File: src/rtl/ex_muldiv.sv
// ex_muldiv: multi-cycle RV32M multiply/divide execute unit.
// Iterative radix-2 shift-add multiplier and restoring divider working on
// operand magnitudes, with the sign applied when the result is registered.
// Optional build macro: MULDIV_FASTDIV_EN -- divide-by-zero and signed
// overflow are resolved in the start cycle instead of iterating.
module ex_muldiv #(
  parameter int XLEN       = 32,
  parameter int REG_ADDR_W = 5,
  parameter int CNT_W      = $clog2(XLEN) + 1
) (
  input  logic                  clk,
  input  logic                  rst,
  input  logic                  start_i,
  input  logic [2:0]            op_i,
  input  logic [XLEN-1:0]       rs1_i,
  input  logic [XLEN-1:0]       rs2_i,
  input  logic [REG_ADDR_W-1:0] wd_i,
  input  logic                  wreg_i,
  input  logic                  flush_i,
  output logic                  busy_o,
  output logic                  valid_o,
  output logic [XLEN-1:0]       wdata_o,
  output logic [REG_ADDR_W-1:0] wd_o,
  output logic                  wreg_o
);

  typedef enum logic [1:0] {IDLE, CALC, DONE} state_t;

  localparam logic [XLEN-1:0] SMIN = {1'b1, {(XLEN-1){1'b0}}};

  state_t                  state;
  logic [2:0]              op_q;
  logic [REG_ADDR_W-1:0]   wd_q;
  logic                    wreg_q;
  logic                    neg_q;       // quotient / product sign
  logic                    neg_r;       // remainder sign
  logic                    div_zero_q;
  logic [XLEN-1:0]         opa;         // multiplicand magnitude
  logic [XLEN-1:0]         opb;         // divisor magnitude
  logic [XLEN-1:0]         quo;         // dividend shifting out / quotient shifting in
  logic [XLEN:0]           rem;         // partial remainder
  logic [2*XLEN-1:0]       acc;         // {partial product, multiplier}
  logic [CNT_W-1:0]        cnt;

  logic                    a_signed;
  logic                    b_signed;
  logic                    sign_a;
  logic                    sign_b;
  logic                    div_zero;
  logic [XLEN-1:0]         mag_a;
  logic [XLEN-1:0]         mag_b;
`ifdef MULDIV_FASTDIV_EN
  logic                    div_ovf;
  logic [XLEN-1:0]         fast_res;
`endif

  logic [XLEN:0]           mul_sum;
  logic [2*XLEN-1:0]       mul_next;
  logic [XLEN:0]           div_shift;
  logic                    div_ge;
  logic [XLEN:0]           rem_next;
  logic [XLEN-1:0]         quo_next;
  logic [2*XLEN-1:0]       prod;
  logic [XLEN-1:0]         quo_fin;
  logic [XLEN-1:0]         rem_fin;
  logic [XLEN-1:0]         result;

  // Decode operand signedness and magnitudes from the incoming request
  always_comb begin
    a_signed = (op_i == 3'd1) || (op_i == 3'd2) || (op_i == 3'd4) || (op_i == 3'd6);
    b_signed = (op_i == 3'd1) || (op_i == 3'd4) || (op_i == 3'd6);
    sign_a   = a_signed & rs1_i[XLEN-1];
    sign_b   = b_signed & rs2_i[XLEN-1];
    mag_a    = sign_a ? (~rs1_i + 1'b1) : rs1_i;
    mag_b    = sign_b ? (~rs2_i + 1'b1) : rs2_i;
    div_zero = op_i[2] && (rs2_i == '0);
`ifdef MULDIV_FASTDIV_EN
    div_ovf  = op_i[2] && !op_i[0] && (rs1_i == SMIN) && (rs2_i == '1);
    if (div_zero)
      fast_res = op_i[1] ? rs1_i : '1;
    else
      fast_res = op_i[1] ? '0 : rs1_i;
`endif
  end

  // One iteration step of each datapath plus sign-corrected final result
  always_comb begin
    mul_sum   = {1'b0, acc[2*XLEN-1:XLEN]} + (acc[0] ? {1'b0, opa} : '0);
    mul_next  = {mul_sum, acc[XLEN-1:1]};
    div_shift = {rem[XLEN-1:0], quo[XLEN-1]};
    // rem[XLEN] set means the shifted remainder already exceeds any divisor
    div_ge    = rem[XLEN] || (div_shift >= {1'b0, opb});
    rem_next  = div_ge ? (div_shift - {1'b0, opb}) : div_shift;
    quo_next  = {quo[XLEN-2:0], div_ge};
    prod      = neg_q ? (~mul_next + 1'b1) : mul_next;
    // Divide-by-zero forces all-ones; the remainder path already yields rs1,
    // and signed overflow falls out of the magnitude arithmetic unchanged.
    if (div_zero_q)
      quo_fin = '1;
    else
      quo_fin = neg_q ? (~quo_next + 1'b1) : quo_next;
    rem_fin   = neg_r ? (~rem_next[XLEN-1:0] + 1'b1) : rem_next[XLEN-1:0];
    if (!op_q[2])
      result = (op_q[1:0] == 2'b00) ? prod[XLEN-1:0] : prod[2*XLEN-1:XLEN];
    else
      result = op_q[1] ? rem_fin : quo_fin;
  end

  // Control FSM, iteration registers and registered outputs
  always_ff @(posedge clk) begin
    if (rst) begin
      state   <= IDLE;
      busy_o  <= 1'b0;
      valid_o <= 1'b0;
      wdata_o <= '0;
      wd_o    <= '0;
      wreg_o  <= 1'b0;
    end else if (flush_i) begin
      state   <= IDLE;
      busy_o  <= 1'b0;
      valid_o <= 1'b0;
      wreg_o  <= 1'b0;
    end else begin
      case (state)
        IDLE: begin
          valid_o <= 1'b0;
          wreg_o  <= 1'b0;
          if (start_i) begin
            op_q       <= op_i;
            wd_q       <= wd_i;
            wreg_q     <= wreg_i;
            neg_q      <= sign_a ^ sign_b;
            neg_r      <= sign_a;
            div_zero_q <= div_zero;
            opa        <= mag_a;
            opb        <= mag_b;
            acc        <= {{XLEN{1'b0}}, mag_b};
            quo        <= mag_a;
            rem        <= '0;
            cnt        <= '0;
            state      <= CALC;
            busy_o     <= 1'b1;
`ifdef MULDIV_FASTDIV_EN
            if (div_zero || div_ovf) begin
              state   <= DONE;
              valid_o <= 1'b1;
              wdata_o <= fast_res;
              wd_o    <= wd_i;
              wreg_o  <= wreg_i;
            end
`endif
          end
        end
        CALC: begin
          cnt <= cnt + 1'b1;
          if (op_q[2]) begin
            quo <= quo_next;
            rem <= rem_next;
          end else begin
            acc <= mul_next;
          end
          if (cnt == CNT_W'(XLEN - 1)) begin
            state   <= DONE;
            valid_o <= 1'b1;
            wdata_o <= result;
            wd_o    <= wd_q;
            wreg_o  <= wreg_q;
          end
        end
        DONE: begin
          state   <= IDLE;
          busy_o  <= 1'b0;
          valid_o <= 1'b0;
          wreg_o  <= 1'b0;
        end
        default: begin
          state  <= IDLE;
          busy_o <= 1'b0;
        end
      endcase
    end
  end

endmodule

File: config.mk
export PLATFORM = sky130hd
export DESIGN_NAME = ex_muldiv
export DESIGN_NICKNAME = d
export VERILOG_FILES = /design/src/rtl/ex_muldiv.sv
export SDC_FILE = /design/constraint.sdc
export NUM_CORES = 1
export LEC_CHECK = 0
export CORE_ASPECT_RATIO = 0.7
export CORE_UTILIZATION = 60
export DETAILED_ROUTE_END_ITERATION = 7
export MAX_ROUTING_LAYER = met4
export PLACE_DENSITY = 0.8
export SYNTH_ARGS = -nofsm -noshare
export SYNTH_HDL_FRONTEND = slang
export SYNTH_SLANG_ARGS = --single-unit
File: constraint.sdc
create_clock -name clk -period 9.6 [get_ports clk]
set_input_delay 0.96 -clock clk [delete_from_list [all_inputs] [get_ports clk]]
set_output_delay 0.96 -clock clk [all_outputs]
set_load 0.05 [all_outputs]
==> impl_metrics.json, run 1 <==
{
  "finalCritPeriodShare_pct": 65.5,
  "final_cell_area_sq_um": 22000,
  "clock-sinks": 253,
  "whs_endpoint": "wd_o[4]",
  "first_pass_iters": 6,
  "cp_top_family": "simple AND/OR/NAND/NOR gates",
  "power.leakage_nw": 8.13,
  "syn_avg_cell_area_sq_um": 8.66,
  "path_buf_inv": 5,
  "syn-num-nets": 2408,
  "drcViolationCount": 0,
  "area_growth_pct": 12.5,
  "dp_cells": 2703,
  "relSlewSlack_pct": 21.1,
  "cp-end-kind": "register",
  "hold_violations": 0,
  "ff2ff_path_depth": 20,
  "initial_core_util_pct": 61.9,
  "final_common_cell": "nor2_1",
  "grt_max_degree": 84,
  "status": "finished clean",
  "rrSetupSlack_ns": 3.31,
  "overflow": 0,
  "critPathSlowestCell": "nor4_1",
  "vias": 19800,
  "crit_chain": "ha_1 > nand3_1 > nor4_1 > and4_1 > a211oi_1 > buf_4 > nand2_1 > buf_4 > inv_1 > buf_4 > mux2_2 > inv_1 > ha_1 > nand3_1 > nor4_1 > o221ai_1 > o41ai_1 > xor2_1 > o21ai_0 > nand2_1",
  "cts.path.max_buffers": 3,
  "htreeDepth": 1,
  "place_congestion": 1.15,
  "placementRows": 54,
  "ir_worst_vdd_mv": 0.162,
  "clock.fmax_ghz": 0.159,
  "clk_transition_reported_paths_ns": 0.07,
  "drt-total-wl_mm": 75.9,
  "fin_cells": 2756,
  "worstMarginPinSlew_ns": 1.17,
  "final_cell_mix": "322 x nor2_1, 211 x edfxtp_1, 187 x nand2_1, 134 x o21ai_0, 132 x a21oi_1",
  "maxCapViolations": 0,
  "cp_max_fo": 51,
  "gr-usage-all-layers_pct": 46.0,
  "cts_tree": "built",
  "synth_top_flop_cell": "edfxtp_1",
  "cts_buffers": 27,
  "crit_arrival_ns": 6.75,
  "p_per_area_nw_per_um2": 146,
  "ctsHoldBuffers": 0,
  "syn_inst": 2259,
  "layout-drive-gt1-share_pct": 6.56,
  "fin_worst_skew_ns": 0.0332,
  "crit_type": "register to register",
  "setup-tns-final_ns": 0,
  "drtIter0Drc": 3196,
  "cpMostUsedCell": "buf_4",
  "finalSetupViolCount": 0,
  "synth-edff-count": 211,
  "hold_path_class": "register to register",
  "ys_types": 107,
  "antenna_left": 0,
  "grt_antenna_before_repair": 6,
  "ys_warn_count": 0,
  "fp.dieH_microns": 153,
  "ys_ff_latch": 253,
  "crit_path_start_kind": "register",
  "slowest_delay_ns": 0.79,
  "clk_latency_ns": 0.59,
  "grt_pass1_vias": 18200,
  "min_from": "wd_o[4]",
  "ios": 117,
  "period_minus_slack_ns": 6.29,
  "synthesis.area_sq_um": 19600,
  "grt_pass1_wl_mm": 112,
  "io_buffer_count": 116,
  "ctsResizeCount": 0,
  "r2r-start": "rem[28]",
  "worstReg2RegEnd": "wdata_o[28]",
  "dieWidth_microns": 218,
  "die-area_sq_um": 33300,
  "cp.required_ns": 10.05,
  "viasPerCell": 7.18,
  "rsz0062_at_grt": "false",
  "coreArea_sq_um": 31600,
  "n_fill_cell": 2320,
  "wl_per_cell_microns": 27.5,
  "whs_path_depth": 2,
  "placed_cell_area_sq_um": 21000,
  "synth-async-reset-ratio_pct": 0,
  "clockRootBuffer": "clkbuf_16",
  "cts_setup_buffers": 0,
  "synth-seq-area-share_pct": 36.7,
  "place_hpwl_mm": 56.6,
  "fin_nets": 2461,
  "drv_slew": 0
}
## state kept, by name, summed over array words and instances (netlist names)
| name | count |
|---|---|
| quo | 32 |
| rem | 33 |
| cnt | 6 |
| opa | 32 |
| wreg_o | 1 |
| acc | 64 |
| opb | 32 |
| wreg_q | 1 |
| valid_o | 1 |
| wd_q | 5 |
| busy_o | 1 |
| op_q | 3 |
| state | 2 |
| div_zero_q | 1 |
| wdata_o | 32 |
| neg_q | 1 |
| neg_r | 1 |
| wd_o | 5 |
## synthesized netlist by cell type, drive strengths merged (6+ instances only)
library cell | number | area, sq um
nor2 | 325 | 1220
edfxtp | 211 | 6340
nand2 | 188 | 708
o21ai | 146 | 734
a21oi | 137 | 697
xnor2 | 113 | 990
xor2 | 96 | 848
clkbuf | 88 | 332
inv | 82 | 308
ha | 70 | 876
nor3 | 63 | 342
and2 | 54 | 338
o31ai | 48 | 375
dfxtp | 42 | 841
nand3 | 41 | 205
a211oi | 36 | 285
nor4 | 35 | 246
o211ai | 32 | 245
and3 | 29 | 181
nand2b | 27 | 176
buf | 26 | 141
nand4 | 22 | 144
or3 | 22 | 138
a31oi | 21 | 131
o41ai | 21 | 218
a21o | 20 | 150
or4 | 20 | 169
mux2i | 19 | 190
or2 | 17 | 109
o21a | 15 | 113
mux2 | 12 | 135
o221ai | 12 | 105
o211a | 11 | 110
a221oi | 10 | 87.6
nor2b | 10 | 62.6
a21boi | 9 | 67.6
o22ai | 8 | 62.6
a311oi | 7 | 61.3
nor3b | 7 | 57.6
o21bai | 7 | 52.6
o311ai | 7 | 61.3
a211o | 6 | 52.6
a221o | 6 | 60.1
nand4b | 6 | 73.8
## power by group
group | total [mW] | internal [mW] | switching [mW]
clock | 1.23 | 0.739 | 0.492
sequential | 1.28 | 1.25 | 0.0345
combinational | 0.692 | 0.227 | 0.465
total | 3.20 | 2.21 | 0.992
## stage by stage
stage	util, %	hold slack (ns)	power [mW]	setup WS, ns
floorplan	-	0.471	1.71	4.52
detailed placement	66.4	0.445	1.95	3.72
CTS	69.6	0.454	3.16	3.69
global route	69.6	0.465	3.26	3.12
finish	69.6	0.452	3.20	3.31
global placement	66.4	0.431	1.93	3.90
## layer usage
layer  track usage, %  routed length, microns
met5                -                       0
met4             13.6                    2780
met1             64.4                   30000
met3             17.8                   13300
met2             60.6                   29700
## cell families after synthesis
| group | count (synthesis) | share of synthesized area [%] |
|---|---|---|
| AND/OR/NAND/NOR | 884 | 22.2 |
| AO/OA/AOI/OAI | 612 | 21.3 |
| flip-flops | 253 | 36.7 |
| XOR/XNOR | 209 | 9.40 |
| buffers and inverters | 197 | 4.01 |
| adder cells (fa/ha/maj) | 72 | 4.68 |
| multiplexers | 32 | 1.78 |
## worst min-delay path: stages (launching register included)
cell,delay [ns]
dfxtp_1,0.31
nand2_1,0.05
a21oi_1,0.05
## worst max-delay path by stage
stage,from,endpoint,slack [ns],depth (start not counted)
after detailed placement,rem[5],wdata_o[28],3.72,20
after global placement,rem[5],wdata_o[28],3.90,20
after CTS,rem[5],wdata_o[28],3.69,20
after floorplan,flush_i,quo[0],4.52,3
final,rem[28],wdata_o[28],3.31,20
after global routing,rem[28],wdata_o[28],3.12,20
## area by class of cell
| type | count | area [sq um] | area share [%] |
|---|---|---|---|
| Tap cell | 420 | 526 | 2.39 |
| Sequential cell | 253 | 7180 | 32.6 |
| Inverter | 83 | 313 | 1.42 |
| Timing Repair Buffer | 138 | 1330 | 6.03 |
| Antenna cell | 4 | 10.0 | 0.0455 |
| Clock inverter | 16 | 239 | 1.09 |
| Clock buffer | 33 | 781 | 3.55 |
| Multi-Input combinational cell | 1809 | 11600 | 52.9 |
Power figures use the tool's default switching activity.
==> inputs of run 2 (changes only) <==
==> constraint.sdc (replaced) <==
create_clock -name clk -period 5.93 [get_ports clk]
set_input_delay 0.593 -clock clk [delete_from_list [all_inputs] [get_ports clk]]
set_output_delay 0.593 -clock clk [all_outputs]
set_load 0.05 [all_outputs]
==> run 2 against run 1 <==
Clock skew rose by 0.0041 ns. Combinational power is 63% higher. Total power grew 55%. Worst setup slack worse by 2.8 ns. Clock-buffer cell count down 1. Die area unchanged. Flip-flop and latch count unchanged. Critical path depth fell by 4. Via count fell by 1.6%.
==> impl_metrics.json, run 2 (synthesis results as in run 1) <==
{
  "finalCritPeriodShare_pct": 91.2,
  "power.leakage_nw": 8.10,
  "drv_slew": 0,
  "netSwitchingFraction_pct": 33.0,
  "worstMarginPinSlew_ns": 1.29,
  "grt_max_degree": 75,
  "cp_max_fo": 32,
  "area_growth_pct": 12.4,
  "clock.fmax_ghz": 0.185,
  "drtIter0Drc": 3275,
  "relSlewSlack_pct": 13.7,
  "fin_nets": 2470,
  "layout-drive-gt1-share_pct": 6.83,
  "use_met1_pct": 64.6,
  "top_usage_layer": "met1",
  "grt_antenna_before_repair": 8,
  "cts_buffers": 27,
  "overflow": 0,
  "htreeDepth": 1,
  "crit_arrival_ns": 5.87,
  "grt_use_met3_pct": 18.3,
  "final_cell_mix": "322 x nor2_1, 211 x edfxtp_1, 187 x nand2_1, 134 x o21ai_0, 132 x a21oi_1",
  "ir_worst_vdd_mv": 0.259,
  "cts_tree": "built",
  "cts_setup_buffers": 0,
  "placementRows": 54,
  "fin_worst_skew_ns": 0.0374,
  "vias": 19500,
  "crit_chain": "buf_4 > and2_1 > ha_1 > inv_1 > fa_1 > nand2b_1 > a211oi_2 > o21ai_1 > o21ai_2 > a211oi_1 > a211oi_1 > and4_1 > nand3_1 > o2111a_1 > nor4_1 > nor3_1",
  "clock-sinks": 253,
  "maxCapViolations": 0,
  "critPathSlowestCell": "a211oi_1",
  "p_int_mw": 3.32,
  "clockRootBuffer": "clkbuf_16",
  "antenna_left": 0,
  "rsz0062_at_grt": "false",
  "first_pass_iters": 7,
  "clk_latency_ns": 0.60,
  "fin_cells": 2774,
  "rrSetupSlack_ns": 0.52,
  "gr-usage-all-layers_pct": 45.7,
  "dp_cells": 2712,
  "p_clk_share_pct": 35.5,
  "holdWs_ns": 0.461,
  "place_congestion": 1.07,
  "cts.path.max_buffers": 3,
  "final_common_cell": "nor2_1",
  "crit_type": "register to register",
  "top_register": "acc",
  "switching_power_mw": 1.64,
  "initial_core_util_pct": 61.9,
  "viasPerCell": 7.02,
  "drcViolationCount": 0,
  "dieWidth_microns": 218,
  "p_per_area_nw_per_um2": 226,
  "hold_path_class": "register to register",
  "sequentialPowerShare_pct": 41.7,
  "cp.required_ns": 6.39,
  "clk_transition_reported_paths_ns": 0.08,
  "hold_violations": 0,
  "grt_pass1_vias": 17900,
  "setup-tns-final_ns": 0,
  "ctsHoldBuffers": 0,
  "io_buffer_count": 116,
  "ios": 117,
  "cp-end-kind": "register",
  "ctsResizeCount": 0,
  "coreArea_sq_um": 31600,
  "power.share.combinational_pct": 22.8,
  "fp.dieH_microns": 153,
  "wl_per_cell_microns": 27.2,
  "slowest_delay_ns": 0.91,
  "drt-total-wl_mm": 75.4,
  "cpMostUsedCell": "a211oi_1",
  "cp_top_family": "compound AO/OA/AOI/OAI gates",
  "largest_reg_flops": 64,
  "period_minus_slack_ns": 5.41,
  "path_buf_inv": 2,
  "grt_pass1_wl_mm": 111,
  "finalSetupViolCount": 0,
  "crit_path_start_kind": "register",
  "top_regs": "acc (64), rem (33)",
  "status": "finished clean",
  "place_hpwl_mm": 57.3,
  "die-area_sq_um": 33300,
  "met2_usage_pct": 60.3
}
## run 2: cell type report
cell class | instances | area, sq um
multi-input cells | 1809 | 11600
fillers | 2437 | 9640
flip-flops and latches | 253 | 7180
repair buffers | 147 | 1420
clock buffers | 32 | 724
well taps | 420 | 526
inverters | 83 | 313
clock inverters | 18 | 156
diodes | 12 | 30.0
## run 2: worst register-to-register path: stages, from the launching register on
cell      delay, ns
edfxtp_1       0.34
buf_4          0.33
and2_1         0.19
ha_1           0.19
inv_1          0.06
fa_1           0.40
nand2b_1       0.19
a211oi_2       0.44
o21ai_1        0.30
o21ai_2        0.47
a211oi_1       0.14
a211oi_1       0.91
and4_1         0.37
nand3_1        0.21
o2111a_1       0.32
nor4_1         0.33
nor3_1         0.10
## run 2: power by group through the flow
stage	combinational [mW]	sequential [mW]	clock, mW
final	1.13	2.07	1.76
after global routing	1.18	2.07	1.80
after CTS	1.07	2.06	1.74
after detailed placement	1.06	2.10	0
after global placement	1.04	2.10	0
after floorplan	0.679	2.09	0
## run 2: worst paths after layout
| kind | end | depth (start not counted) | startpoint |
|---|---|---|---|
| setup / recovery | wdata_o[30] | 16 | acc[0] |
| hold reg to reg | wd_o[4] | 2 | wd_o[4] |
| setup reg to reg | wdata_o[30] | 16 | acc[0] |
| hold / removal | wd_o[4] | 2 | wd_o[4] |
## run 2: through the flow
stage          worst slack (ns)  util, %  total power [mW]  area (sq um)
2_1_floorplan              1.22        -              2.77         19600
4_1_cts                   0.696     69.4              4.88         22000
6_report                  0.520     69.5              4.96         22000
3_3_place_gp              0.913     66.6              3.14         21100
5_1_grt                   0.202     69.5              5.05         22000
3_5_place_dp              0.740     66.6              3.16         21100
## run 2: layer usage
metal	wire, microns	part of all wire (%)
met1	30100	40
met3	13200	17
met2	30000	40
met5	0	0
met4	2170	2.9
